[src/rtl/banked_ram_rd_streamer_pkg.sv]
// Shared FSM encoding and sizing helpers for the strided RAM read streamer.
package banked_ram_rd_streamer_pkg;

    typedef enum logic [1:0] {
        ST_IDLE  = 2'd0,
        ST_ISSUE = 2'd1,
        ST_DRAIN = 2'd2
    } state_t;

    // Occupancy counters need one extra bit so that "full" (== depth) is representable.
    function automatic int cnt_width(input int depth);
        return $clog2(depth) + 1;
    endfunction

endpackage

[src/rtl/banked_ram_rd_streamer_stream_fifo.sv]
// Power-of-two synchronous FIFO with registered storage; push and pop may coincide at any occupancy.
module stream_fifo
    import banked_ram_rd_streamer_pkg::*;
#(
    parameter int WIDTH = 16,
    parameter int DEPTH = 4
) (
    input  logic                        clk,
    input  logic                        reset,
    input  logic                        push,
    input  logic [WIDTH-1:0]            push_data,
    input  logic                        pop,
    output logic [WIDTH-1:0]            pop_data,
    output logic                        full,
    output logic                        empty,
    output logic [cnt_width(DEPTH)-1:0] count
);

    localparam int AW = $clog2(DEPTH);
    localparam int CW = cnt_width(DEPTH);

    logic [WIDTH-1:0] mem [DEPTH];
    logic [AW-1:0]    wr_ptr;
    logic [AW-1:0]    rd_ptr;
    logic             do_push;
    logic             do_pop;

    // A push into a full FIFO is accepted only when the head leaves in the same cycle.
    assign do_pop  = pop && !empty;
    assign do_push = push && (!full || do_pop);

    always_ff @(posedge clk) begin
        if (reset) begin
            wr_ptr <= '0;
            rd_ptr <= '0;
            count  <= '0;
        end else begin
            if (do_push) wr_ptr <= wr_ptr + AW'(1);
            if (do_pop)  rd_ptr <= rd_ptr + AW'(1);
            count <= count + CW'(do_push) - CW'(do_pop);
        end
    end

    always_ff @(posedge clk) begin
        if (do_push) mem[wr_ptr] <= push_data;
    end

    assign pop_data = mem[rd_ptr];
    assign empty    = (count == '0);
    assign full     = (count == CW'(DEPTH));

endmodule

[src/rtl/banked_ram_rd_streamer.sv]
// Streams num_words RAM words from base_addr with a fixed stride onto a valid/ready output.
module banked_ram_rd_streamer
    import banked_ram_rd_streamer_pkg::*;
#(
    parameter int DATA_WIDTH = 16,
    parameter int ADDR_WIDTH = 13,
    parameter int CNT_W      = 16,
    parameter int FIFO_DEPTH = 4
) (
    input  logic                  clk,
    input  logic                  reset,
    input  logic                  start,
    input  logic [ADDR_WIDTH-1:0] base_addr,
    input  logic [ADDR_WIDTH-1:0] stride,
    input  logic [CNT_W-1:0]      num_words,
    output logic                  busy,
    output logic                  done,
    output logic                  ram_read_req,
    output logic [ADDR_WIDTH-1:0] ram_read_addr,
    input  logic [DATA_WIDTH-1:0] ram_read_data,
    output logic                  m_valid,
    input  logic                  m_ready,
    output logic [DATA_WIDTH-1:0] m_data
);

    localparam int CW = cnt_width(FIFO_DEPTH);

    state_t                state;
    state_t                state_nxt;
    logic [ADDR_WIDTH-1:0] rd_addr;
    logic [ADDR_WIDTH-1:0] stride_q;
    logic [CNT_W-1:0]      remaining;
    logic                  rd_req_p1;
    logic [CW-1:0]         fifo_count;
    logic                  fifo_full;
    logic                  fifo_empty;
    logic                  fifo_pop;
    logic [CW:0]           occupancy;
    logic                  last_pop;
    logic                  accept_start;

    // Words already buffered plus the one still coming back from the RAM.
    assign occupancy    = {1'b0, fifo_count} + {{CW{1'b0}}, rd_req_p1};
    assign fifo_pop     = m_valid && m_ready;
    assign last_pop     = fifo_pop && (fifo_count == CW'(1)) && !rd_req_p1;
    assign accept_start = (state == ST_IDLE) && start;

    always_ff @(posedge clk) begin
        if (reset) state <= ST_IDLE;
        else       state <= state_nxt;
    end

    always_comb begin
        state_nxt = state;
        case (state)
            ST_IDLE:  if (start && (num_words != '0))               state_nxt = ST_ISSUE;
            ST_ISSUE: if (ram_read_req && (remaining == CNT_W'(1))) state_nxt = ST_DRAIN;
            ST_DRAIN: if (last_pop)                                 state_nxt = ST_IDLE;
            default:                                                state_nxt = ST_IDLE;
        endcase
    end

    always_comb begin
        busy         = (state != ST_IDLE);
        ram_read_req = (state == ST_ISSUE) && (remaining != '0) && !fifo_full
                       && (occupancy < (CW+1)'(FIFO_DEPTH));
    end

    // Address generator, word counter, read-return tracker and completion pulse.
    always_ff @(posedge clk) begin
        if (reset) begin
            rd_addr   <= '0;
            remaining <= '0;
            rd_req_p1 <= 1'b0;
            done      <= 1'b0;
        end else begin
            rd_req_p1 <= ram_read_req;
            done      <= (accept_start && (num_words == '0)) || ((state == ST_DRAIN) && last_pop);
            if (accept_start) begin
                rd_addr   <= base_addr;
                remaining <= num_words;
            end else if (ram_read_req) begin
                rd_addr   <= rd_addr + stride_q;
                remaining <= remaining - CNT_W'(1);
            end
        end
    end

    always_ff @(posedge clk) begin
        if (accept_start) stride_q <= stride;
    end

    assign ram_read_addr = rd_addr;

    stream_fifo #(
        .WIDTH (DATA_WIDTH),
        .DEPTH (FIFO_DEPTH)
    ) u_fifo (
        .clk       (clk),
        .reset     (reset),
        .push      (rd_req_p1),
        .push_data (ram_read_data),
        .pop       (fifo_pop),
        .pop_data  (m_data),
        .full      (fifo_full),
        .empty     (fifo_empty),
        .count     (fifo_count)
    );

    assign m_valid = !fifo_empty;

endmodule

[config.mk]
export PLATFORM = sky130hd
export DESIGN_NAME = banked_ram_rd_streamer
export DESIGN_NICKNAME = d
export VERILOG_FILES = /design/src/rtl/banked_ram_rd_streamer_pkg.sv /design/src/rtl/banked_ram_rd_streamer_stream_fifo.sv /design/src/rtl/banked_ram_rd_streamer.sv
export SDC_FILE = /design/constraint.sdc
export NUM_CORES = 1
export LEC_CHECK = 0
export CAP_MARGIN = 10
export CORE_UTILIZATION = 36
export CTS_CLUSTER_SIZE = 28
export DETAILED_ROUTE_END_ITERATION = 7
export PLACE_DENSITY = 0.56
export SETUP_SLACK_MARGIN = 0.2
export SLEW_MARGIN = 40
export SYNTH_ARGS = -nofsm -noshare
export SYNTH_HDL_FRONTEND = slang
export SYNTH_SLANG_ARGS = --single-unit
export TNS_END_PERCENT = 50
[constraint.sdc]
create_clock -name clk -period 4.1 [get_ports clk]
set_clock_uncertainty 0.2 [all_clocks]
set_input_delay 0.82 -clock clk [delete_from_list [all_inputs] [get_ports clk]]
set_output_delay 0.82 -clock clk [all_outputs]
set_load 0.02 [all_outputs]
* Yosys cells after proc, flatten, opt, wreduce, memory -nomap -nowiden
Memory sizes are Yosys's and may differ from the RTL's. A register that Yosys moved wholly into a read port is not among the register bits.
Cells that the tools add are included.
** Storage, ports and cells
- Memory bits (writable) :: 64
- Output and inout port bits :: 33
- Logic and storage cells :: 64
- Register bits :: 53
- Memories kept :: 1
** Operators by class
- Reduce and logical (&&, ||, !) cells :: 26
- Eq/ne operators :: 8
- Muxes and demuxes :: 12
- Add/sub/neg operators :: 7
- $lt $le $gt $ge :: 1
** Memories
- u_fifo.mem :: words 4, bits a word 16, read ports 1, clocked after Yosys merged registers in 1, wr ports 1, RTL line banked_ram_rd_streamer_stream_fifo.sv:22 : logic [WIDTH-1:0] mem [DEPTH];
** Operators by type and width (number)
- 2-to-1 mux 16 bit :: 2
- nonzero test 16 bit :: 2
- 2-to-1 mux 13 bit :: 2
- equality test 16 x 1 -> 1 bit, second input constant :: 1
- zero test 16 bit :: 1
- subtractor 16 x 1 -> 16 bit, second input constant :: 1
- adder 13 bit :: 1
- logical AND 1 bit :: 13
- 2-to-1 mux 2 bit :: 5
- case mux 2 bit (3 select lines) :: 1
- adder 2 x 1 -> 2 bit, second input constant :: 2
- adder 3 x 1 -> 4 bit :: 1
- < comparator 4 x 3 -> 1 bit, second input constant :: 1
- != test 2 bit, second input constant :: 2
- nonzero test 2 bit :: 2
- adder 3 x 1 -> 3 bit :: 1
- equality test 3 x 1 -> 1 bit, second input constant :: 1
- equality test 3 bit, second input constant :: 1
- zero test 1 bit :: 3
- zero test 3 bit :: 1
- AND reduction 3 bit :: 1
- subtractor 3 x 1 -> 3 bit :: 1
- equality test 2 x 1 -> 1 bit, second input constant :: 1
- equality test 2 bit, second input constant :: 1
- 4 further kinds :: 6

* Depth between registers and ports, before layout
- Depth after elaboration :: 8
- Gate-level depth with buffers :: 10
- Mapped depth without buffers :: 10

* Hierarchy
From an unflattened synthesis, not the netlist that was laid out.
** Unflattened totals
- Cell total of the unflattened synthesis :: 420
- Area total of the unflattened synthesis :: 5497.8 um^2
** By module, submodules not included
- stream_fifo :: area each 2877.8 um^2, cells an instance 131, instances 1
- banked_ram_rd_streamer :: area each 2620.0 um^2, cells an instance 289, instances 1

* Worst setup path before layout
No wires, ideal clock.
- Kind :: register to output
- Start :: register (tool-made name)
- End :: output port m_data[10]
- Path buffers :: 2
- Cell stages (with the launch flop) :: 4
- Arrival time :: 1613 ps
- Path slack :: 1467 ps
- Path through :: dfxtp_1 > clkbuf_1 > buf_2 > mux4_2
** RTL lines
- end, declared :: RTL line banked_ram_rd_streamer.sv:23 : output logic [DATA_WIDTH-1:0] m_data

* Final worst setup path
- Start :: register u_fifo.count[1]
- End :: output port ram_read_req
** On the way
- Word-level cells in the longest chain between the ends :: 4
** RTL lines
- start, declared :: RTL line banked_ram_rd_streamer_stream_fifo.sv:16 : output logic [cnt_width(DEPTH)-1:0] count
- start signal, assigned :: RTL line banked_ram_rd_streamer_stream_fifo.sv:40 : count <= count + CW'(do_push) - CW'(do_pop);
- parallel branches: the longest is 3 deep, another holds adder 3 x 1 -> 4 bit
- logical AND 1 bit * :: RTL line banked_ram_rd_streamer.sv:66 : && (occupancy < (CW+1)'(FIFO_DEPTH));
- end, declared :: RTL line banked_ram_rd_streamer.sv:18 : output logic ram_read_req,
Every way passes the cells marked *.

==> run summary <==
Initial antenna violation count -> 0
CTS HTree Levels -> 4
Fin crit period -> 3.41 ns
CTS buffer count -> 17
HPWL after DPL -> 8170 um
Async SR Flop Fraction -> 0
Max Buffers Root-to-Sink -> 2
Yosys cell types -> 54
Number of enable flip-flop cells after synthesis -> 77
GP Congestion -> 0.831
Starting Density -> 0.375
Root Driver -> clkbuf_16
MaxCap Viol Count -> 0
Slew headroom -> 0.477
Max FO, Critical Path -> 6
Sequential fraction of the synthesis area -> 0.596
FF+latch count, synth -> 119
TritonRoute pass-1 iters -> 4
Share of layout cells above drive strength 1 -> 0.135
Setup Fix Bufs, Post-CTS -> 0
Worst-path clk slew -> 0.06 ns
VDD IR max -> 0.000312 V
Worst-Skew Late Latency -> 0.42 ns
PD cells -> 576 nW/um^2
Drt total wl -> 12200 um
Final Non-Filler Cells -> 712
Die Y-Extent -> 123 um
Diodes inserted -> 0
CP Launch Type -> flip-flop
Worst-Margin Slew -> 0.777 ns
Max Slew Vio Count -> 0
Nets -> 605
I/O Buffers -> 94
PostCTS Resize Cnt -> 0
Multi-input logic area -> 2000 sq um
Row count -> 43
Largest net degree at the start of global routing -> 26
Final Setup Violations -> 0
Synth top area cells -> edfxtp_1, dfxtp_1, mux4_2
Syn nets -> 497
Unrepaired setup endpoints after global routing -> no
Die width -> 123 um
FILL cells -> 1243
Vias in the first global route -> 3806
Initial DRC count -> 222
Synth Cell Area -> 5290 sq um
WL per Instance -> 17.1 um
Setup_tns -> 0 ns
CP Capture Type -> output port
Drt drc -> 0
Synth area leader -> edfxtp_1
I/O pins -> 95
Hold-fix buffers at CTS -> 0
Vias/cell -> 5.27
Syn Area/Cell -> 12.9 sq um
Worst Path Required -> 3.08 ns
Worst min path class -> flip-flop to flip-flop
Synthesized instance count -> 411
Status -> finished, final reports clean
Critical path class -> flip-flop to output port
CTS tree -> built
GRT Total Usage -> 0.173
Fmax -> 0.293 GHz
FF+latch area -> 3150 sq um
Top-count cell post-synth -> edfxtp_1
First-pass GRT wire length -> 19300 um
Worst endpoint data arrival time -> 2.39 ns
Top_reg_cell synth -> edfxtp_1
Grt total ovfl -> 0
Tcrit/Tclk final -> 0.832
Setup ws final -> 0.688 ns
Synth top area share -> 0.437
Via count -> 3749
Die footprint -> 15200 sq um
Synth top cells by count -> edfxtp_1, dfxtp_1, nor2_1, a21oi_1, nand2_1
Antenna viol nets, final -> 0
Dpl ws -> 0.998 ns
Clock sink total -> 119
Placed cells -> 680
Synth Warn # -> 0
Area Overhead vs Synth -> 35.0%
Final hold vios -> 0
Lkg Pwr -> 2.57 nW
Core ar. -> 14100 sq um
sequential cells by signal (all words and copies together) (netlist names), named ones only:
name	count
remaining	16
ram_read_addr	13
done	1
state	2
u_fifo.count	3
rd_req_p1	1
u_fifo.rd_ptr	2
u_fifo.mem	64
stride_q	13
u_fifo.wr_ptr	2
cell families after synthesis:
logic type	count (synthesis)	share of synthesized area
mux	20	0.0764
simple gates	119	0.115
compound gates	81	0.104
flops	119	0.596
xor+xnor	14	0.0232
buf+inv	34	0.0255
fa+ha+maj	24	0.0596
per-stage QoR:
step	power, mW	area (sq um)	util	hold WS (ns)
2_1_floorplan	2.10	5290	-	0.268
5_1_grt	4.31	7140	0.507	0.328
6_report	4.12	7140	0.507	0.301
3_3_place_gp	2.47	6480	0.460	0.269
3_5_place_dp	2.48	6480	0.460	0.292
4_1_cts	4.16	7140	0.507	0.301
cell type report:
cell class              count  area share
repair buffers            107       0.145
flip-flops and latches    119       0.442
inverters                  16     0.00841
clock inverters            15      0.0333
well taps                 180      0.0315
clock buffers              17      0.0596
multi-input cells         258       0.280
worst max-delay path, cell delays in order (launching register included):
cell	delay [ns]
dfxtp_1	0.37
ha_1	0.23
nand3b_1	0.15
o2bb2ai_1	0.22
a21bo_2	0.26
inv_1	0.12
clkdlybuf4s50_1	0.62
placed cells by master, fill, tap and decap left out, types with 8 or more instances in the layout:
cell / n
clkdlybuf4s50_1: 94
edfxtp_1: 77
dfxtp_1: 41
nor2_1: 37
a21oi_1: 29
nand2_1: 27
ha_1: 22
clkbuf_16: 17
mux4_2: 16
inv_1: 15
buf_4: 13
xnor2_1: 9
nor4_1: 8
where the power goes:
group | switching, mW | internal (mW)
Clock | 0.576 | 1.09
Combinational | 0.500 | 0.492
Sequential | 0.0842 | 1.37
worst paths after layout:
kind / slack, ns / end / from / cells after the start
max: 0.69 / ram_read_req / u_fifo.count[1] / 6
min: 0.30 / ram_read_addr[6] / ram_read_addr[6] / 2
max reg2reg: 1.23 / ram_read_addr[12] / stride_q[0] / 8
min reg2reg: 0.30 / ram_read_addr[6] / ram_read_addr[6] / 2
routing by layer:
layer,up-vias,GRT usage,share of wire
met3,18,0.0443,0.045
met4,0,0.0753,0.014
met1,1855,0.223,0.45
li1,1789,-,-
met2,87,0.274,0.49
met5,-,0,0
(Power assumes the default switching activity.)
==> edit 1, RTL diff (same settings) <==
`FIFO_DEPTH`: 4 -> 8.
--- a/src/rtl/banked_ram_rd_streamer.sv
+++ b/src/rtl/banked_ram_rd_streamer.sv
@@ -7,3 +7,3 @@
     parameter int CNT_W      = 16,
-    parameter int FIFO_DEPTH = 4
+    parameter int FIFO_DEPTH = 8
 ) (
Function: changed (Yosys sat finds a counterexample within 10 cycles, from zero or initial values and one cycle with reset high).
==> edit 1 against the original RTL <==
Sequential cell count increased by 68; routed wire length increased by 52%; cell count increased by 37%; synthesized area increased by 56%; total power increased by 33%; design area increased by 44%; core utilization decreased by 5.2 points; setup slack got worse by 0.28 ns; sequential share of layout area increased by 6.1 points; sequential power increased by 54%; first-iteration DRC count increased by 35%; highest routed layer unchanged.
==> edit 1: results (changes against the original RTL) <==
- CP max-delay cell: dfxtp_2
- Layout cells sized above 1: 16.5% (+3.0 points)
- Regs by FF count: u_fifo.mem x128, remaining x16
- Synth Flop Type: edfxtp_1
- Yosys cell types: 64 (+19%)
- Final WL: 18.4 mm (+52%)
- Post-DP HPWL: 11.8 mm (+45%)
- Number of synthesized flops with an enable pin: 141 (+83%)
- Met3 global-route usage: 2.93% (-1.5 points)
- Yosys warning total: 0 (unchanged)
- Syn_nets: 659 (+33%)
- Root buf cell: clkbuf_16
- All-Layer GR Usage: 16.3% (-1.0 points)
- Post-Place Worst Slack: 0.806 ns (-0.191 ns)
- Port bufs: 94 (unchanged)
- Critical path's largest stage delay: 0.59 ns (-0.03 ns)
- Wire per inst: 18.9 um (+11%)
- Starting DRC count in detailed routing: 300 (+35%)
- Vias in the first global route: 5467 (+44%)
- Vias per inst: 5.35 (+1.6%)
- Count of final max-slew check failures: 0 (unchanged)
- CTS Buffer Depth: 2 (unchanged)
- Max-Slew Margin vs Limit: 57.7% (+9.9 points)
- Cell Area, Placed: 9630 um^2 (+49%)
- # placed instances: 942 (+39%)
- Seq/Total Area, Yosys: 62.3% (+2.7 points)
- GR Layer Usage met2: 27.8% (+0.39 points)
- Status: complete, no violations
- Met1 usage: 20.7% (-1.6 points)
- Largest net degree at the start of global routing: 56 (+120%)
- Initial antenna violation count: 0 (unchanged)
- Worst Path Max Fanout: 22 (+16)
- RD Place Congestion: 0.789 (-5.1%)
- Diode count: 0 (unchanged)
- Filler cells: 1949 (+57%)
- Commonest cells in the netlist: edfxtp_1, dfxtp_1, nor2_1
- Nets: 765 (+26%)
- Asr flop ratio synth: 0% (unchanged)
- Clock slew seen by the registers of the worst setup and hold paths: 0.08 ns (+0.02 ns)
- Clk Latency, worst-skew pair: 0.44 ns (+0.02 ns)
- Worst ir drop on vdd: 0.311 mV (-0.37%)
- Htree depth: 4 (unchanged)
- First-pass GRT wire length: 29.4 mm (+52%)
- Area contributors post-synth: edfxtp_1, dfxtp_1, mux4_2
- Post-CTS setup repair buffer count: 0 (unchanged)
- P_leak: 3.47 nW (+35%)
- CTS buffer count: 17 (unchanged)
- DRT Pass-1 Iters: 5 (+1)
- Synthesized instance count: 570 (+39%)
- Resize count post-CTS: 0 (unchanged)
edit 1: cell types whose count changed in the layout (fill, tap and decap cells not counted), moves of 8 or more:
cell / change
edfxtp_1: +64
mux4_2: +16
mux2_2: +15
a21oi_1: -10
nand2b_1: +10
o21a_1: +8
edit 1: cell families (layout without fill, tap and decap cells):
| group | after synthesis | after routing | share of synthesized area [%] |
|---|---|---|---|
| buffers and inverters | 44 | 163 | 2.16 |
| adder cells (fa/ha/maj) | 27 | 27 | 4.26 |
| AO/OA/AOI/OAI | 101 | 101 | 9.03 |
| XOR/XNOR | 12 | 12 | 1.27 |
| flip-flops | 187 | 187 | 62.3 |
| multiplexers | 57 | 57 | 12.0 |
| AND/OR/NAND/NOR | 142 | 142 | 8.98 |
edit 1: worst max-delay path, delay by kind of cell (launching register included):
| family | cells | cell delay, ns |
|---|---|---|
| buffers and inverters | 2 | 0.82 |
| flip-flops | 1 | 0.59 |
| multiplexers | 2 | 0.83 |
edit 1: worst paths after layout:
path	startpoint	endpoint	depth (start not counted)	slack [ns]
min	remaining[7]	remaining[7]	2	0.26
max	register	m_data[4]	4	0.41
max reg2reg	u_fifo.count[1]	remaining[10]	8	1.32
min reg2reg	remaining[7]	remaining[7]	2	0.26
edit 1: metal layers:
| layer | vias up | wire length, um | share of wire [%] |
|---|---|---|---|
| li1 | 2467 | - | - |
| met1 | 2625 | 8270 | 45 |
| met2 | 102 | 9320 | 51 |
| met3 | 17 | 586 | 3.2 |
| met4 | 0 | 232 | 1.3 |
| met5 | - | 0 | 0 |
edit 1: final cells by class:
class	instances	area (um^2)	share of cell area [%]
Sequential cell	187	5160	50.2
Timing Repair Buffer	112	1090	10.6
Clock buffer	17	425	4.14
Multi-Input combinational cell	339	2960	28.9
Tap cell	285	357	3.47
Inverter	19	71.3	0.695
Clock inverter	15	206	2.01
edit 1: power breakdown:
group | switching (mW) | total, mW | internal [mW]
clock | 0.855 | 1.70 | 0.849
sequential | 0.109 | 2.25 | 2.14
combinational | 0.746 | 1.52 | 0.770
edit 1: through the flow:
stage                     total power, mW  hold slack [ns]
after floorplan                      3.30            0.224
after global placement               3.77            0.239
final                                5.47            0.265
after global routing                 5.74            0.287
after CTS                            5.53            0.263
after detailed placement             3.81            0.252
==> edit 2, RTL diff (same settings) <==
Without the edit above. Reset style: asynchronous (`reset`), changed in 3 clocked blocks.
--- a/src/rtl/banked_ram_rd_streamer_stream_fifo.sv
+++ b/src/rtl/banked_ram_rd_streamer_stream_fifo.sv
@@ -31,3 +31,3 @@
 
-    always_ff @(posedge clk) begin
+    always_ff @(posedge clk or posedge reset) begin
         if (reset) begin
--- a/src/rtl/banked_ram_rd_streamer.sv
+++ b/src/rtl/banked_ram_rd_streamer.sv
@@ -47,3 +47,3 @@
 
-    always_ff @(posedge clk) begin
+    always_ff @(posedge clk or posedge reset) begin
         if (reset) state <= ST_IDLE;
@@ -69,3 +69,3 @@
     // Address generator, word counter, read-return tracker and completion pulse.
-    always_ff @(posedge clk) begin
+    always_ff @(posedge clk or posedge reset) begin
         if (reset) begin
Function: differs if reset is asserted again (counterexample within 4 cycles, from zero or initial values and one cycle with reset high); with reset held inactive, the same outputs for 4 cycles.
==> edit 2 against the original RTL <==
First-iteration DRC count unchanged; design area increased by 0.63%; global-route usage is 0.93 points lower; synthesized cell count fell by 3.9%; worst hold slack got worse by 0.012 ns; count of clock-buffer cells in the layout grew 2; sequential cell count is 2 lower; the run now ends with DRC left; setup slack worse by 0.31 ns; synthesized area grew 2.6%; routed wire length down 2.3%; critical endpoint unchanged.
Power is not compared: it rests on default switching activity, and its combinational part moved more than twofold at a synthesized area within 25%.
==> edit 2: results (changes against the original RTL) <==
- DRT Pass-1 Iters: 7 (+3)
- Wire per inst: 17.0 um (-0.34%)
- Post-synthesis mux area share: 7.03% (-0.61 points)
- Clock buffers: 19 (+2)
- Vias in the first global route: 3864 (+1.5%)
- Violated checks: DRC
- Area contributors post-synth: edfxtp_1, dfrtp_1, mux4_2
- Post-DP HPWL: 7.83 mm (-4.2%)
- Final clock-cell share: 8.23% (-1.1 points)
- CP Data Arrival Time: 2.70 ns (+0.31 ns)
- Data buffer area share: 13.6% (-0.94 points)
- Non-CTS buffers: 99 (-7.5%)
- Nets: 587 (-3.0%)
- Core area: 14600 um^2 (+3.9%)
- #MultiIn Comb: 250 (-3.1%)
- First-pass GRT wire length: 19.4 mm (+0.64%)
- Synth Area in XOR/XNOR: 2.91% (+0.59 points)
- Drt drc: 11 (+11)
- Filler cells: 1309 (+5.3%)
- Layout cells sized above 1: 13.2% (-0.30 points)
- Multi-input logic area: 2010 um^2 (+0.62%)
- Cell Area, Placed: 6600 um^2 (+1.8%)
- Commonest cells in the netlist: edfxtp_1, dfrtp_1, nand2_1
- Post-Place Worst Slack: 0.604 ns (-0.394 ns)
- Seq area share: 46.1% (+2.0 points)
- Status: finished with violations
-- edit 2: changes by cell type after synthesis, moves of 5 or more --
cell / before / now
nor2_1: 37 / 17
dfxtp_1: 42 / 0
o21ai_0: 6 / 13
clkbuf_1: 11 / 6
dfrtp_1: 0 / 40
a21oi_1: 29 / 18
or3_1: 0 / 6
a221o_1: 0 / 12
-- edit 2: critical path, cell delays in order, from the launching register on --
cell           delay (ns)
dfrtp_1              0.43
or4_4                0.60
nor4_4               0.32
nand3_2              0.18
nand2_2              0.11
inv_1                0.23
dlygate4sd2_1        0.42
-- edit 2: routing by layer --
layer	global-route usage [%]	wire length (um)	up-vias
met2	26.6	5630	109
met4	6.83	143	0
li1	-	-	1738
met1	20.2	5460	1836
met5	0	0	-
met3	5.03	635	12
-- edit 2: cell families after synthesis --
kind of cell             count (synthesis)
flip-flops                             117
AND/OR/NAND/NOR                        114
AO/OA/AOI/OAI                           76
buffers and inverters                   28
adder cells (fa/ha/maj)                 24
XOR/XNOR                                18
multiplexers                            18
-- edit 2: final timing paths --
| kind | slack (ns) | endpoint | cells after the start | start |
|---|---|---|---|---|
| max | 0.38 | ram_read_req | 6 | remaining[4] |
| max in group asynchronous | 2.63 | u_fifo.rd_ptr[1] | 3 | reset |
| min in group asynchronous | 0.65 | ram_read_addr[8] | 3 | reset |
| min reg2reg | 0.29 | state[0] | 1 | state[1] |
| min | 0.29 | state[0] | 1 | state[1] |
| max reg2reg | 1.37 | remaining[9] | 7 | remaining[4] |
-- edit 2: power by group --
group	internal, mW	switching [mW]	total, mW
sequential	1.65	0.261	1.92
clock	0.951	0.521	1.47
combinational	1.11	1.29	2.40
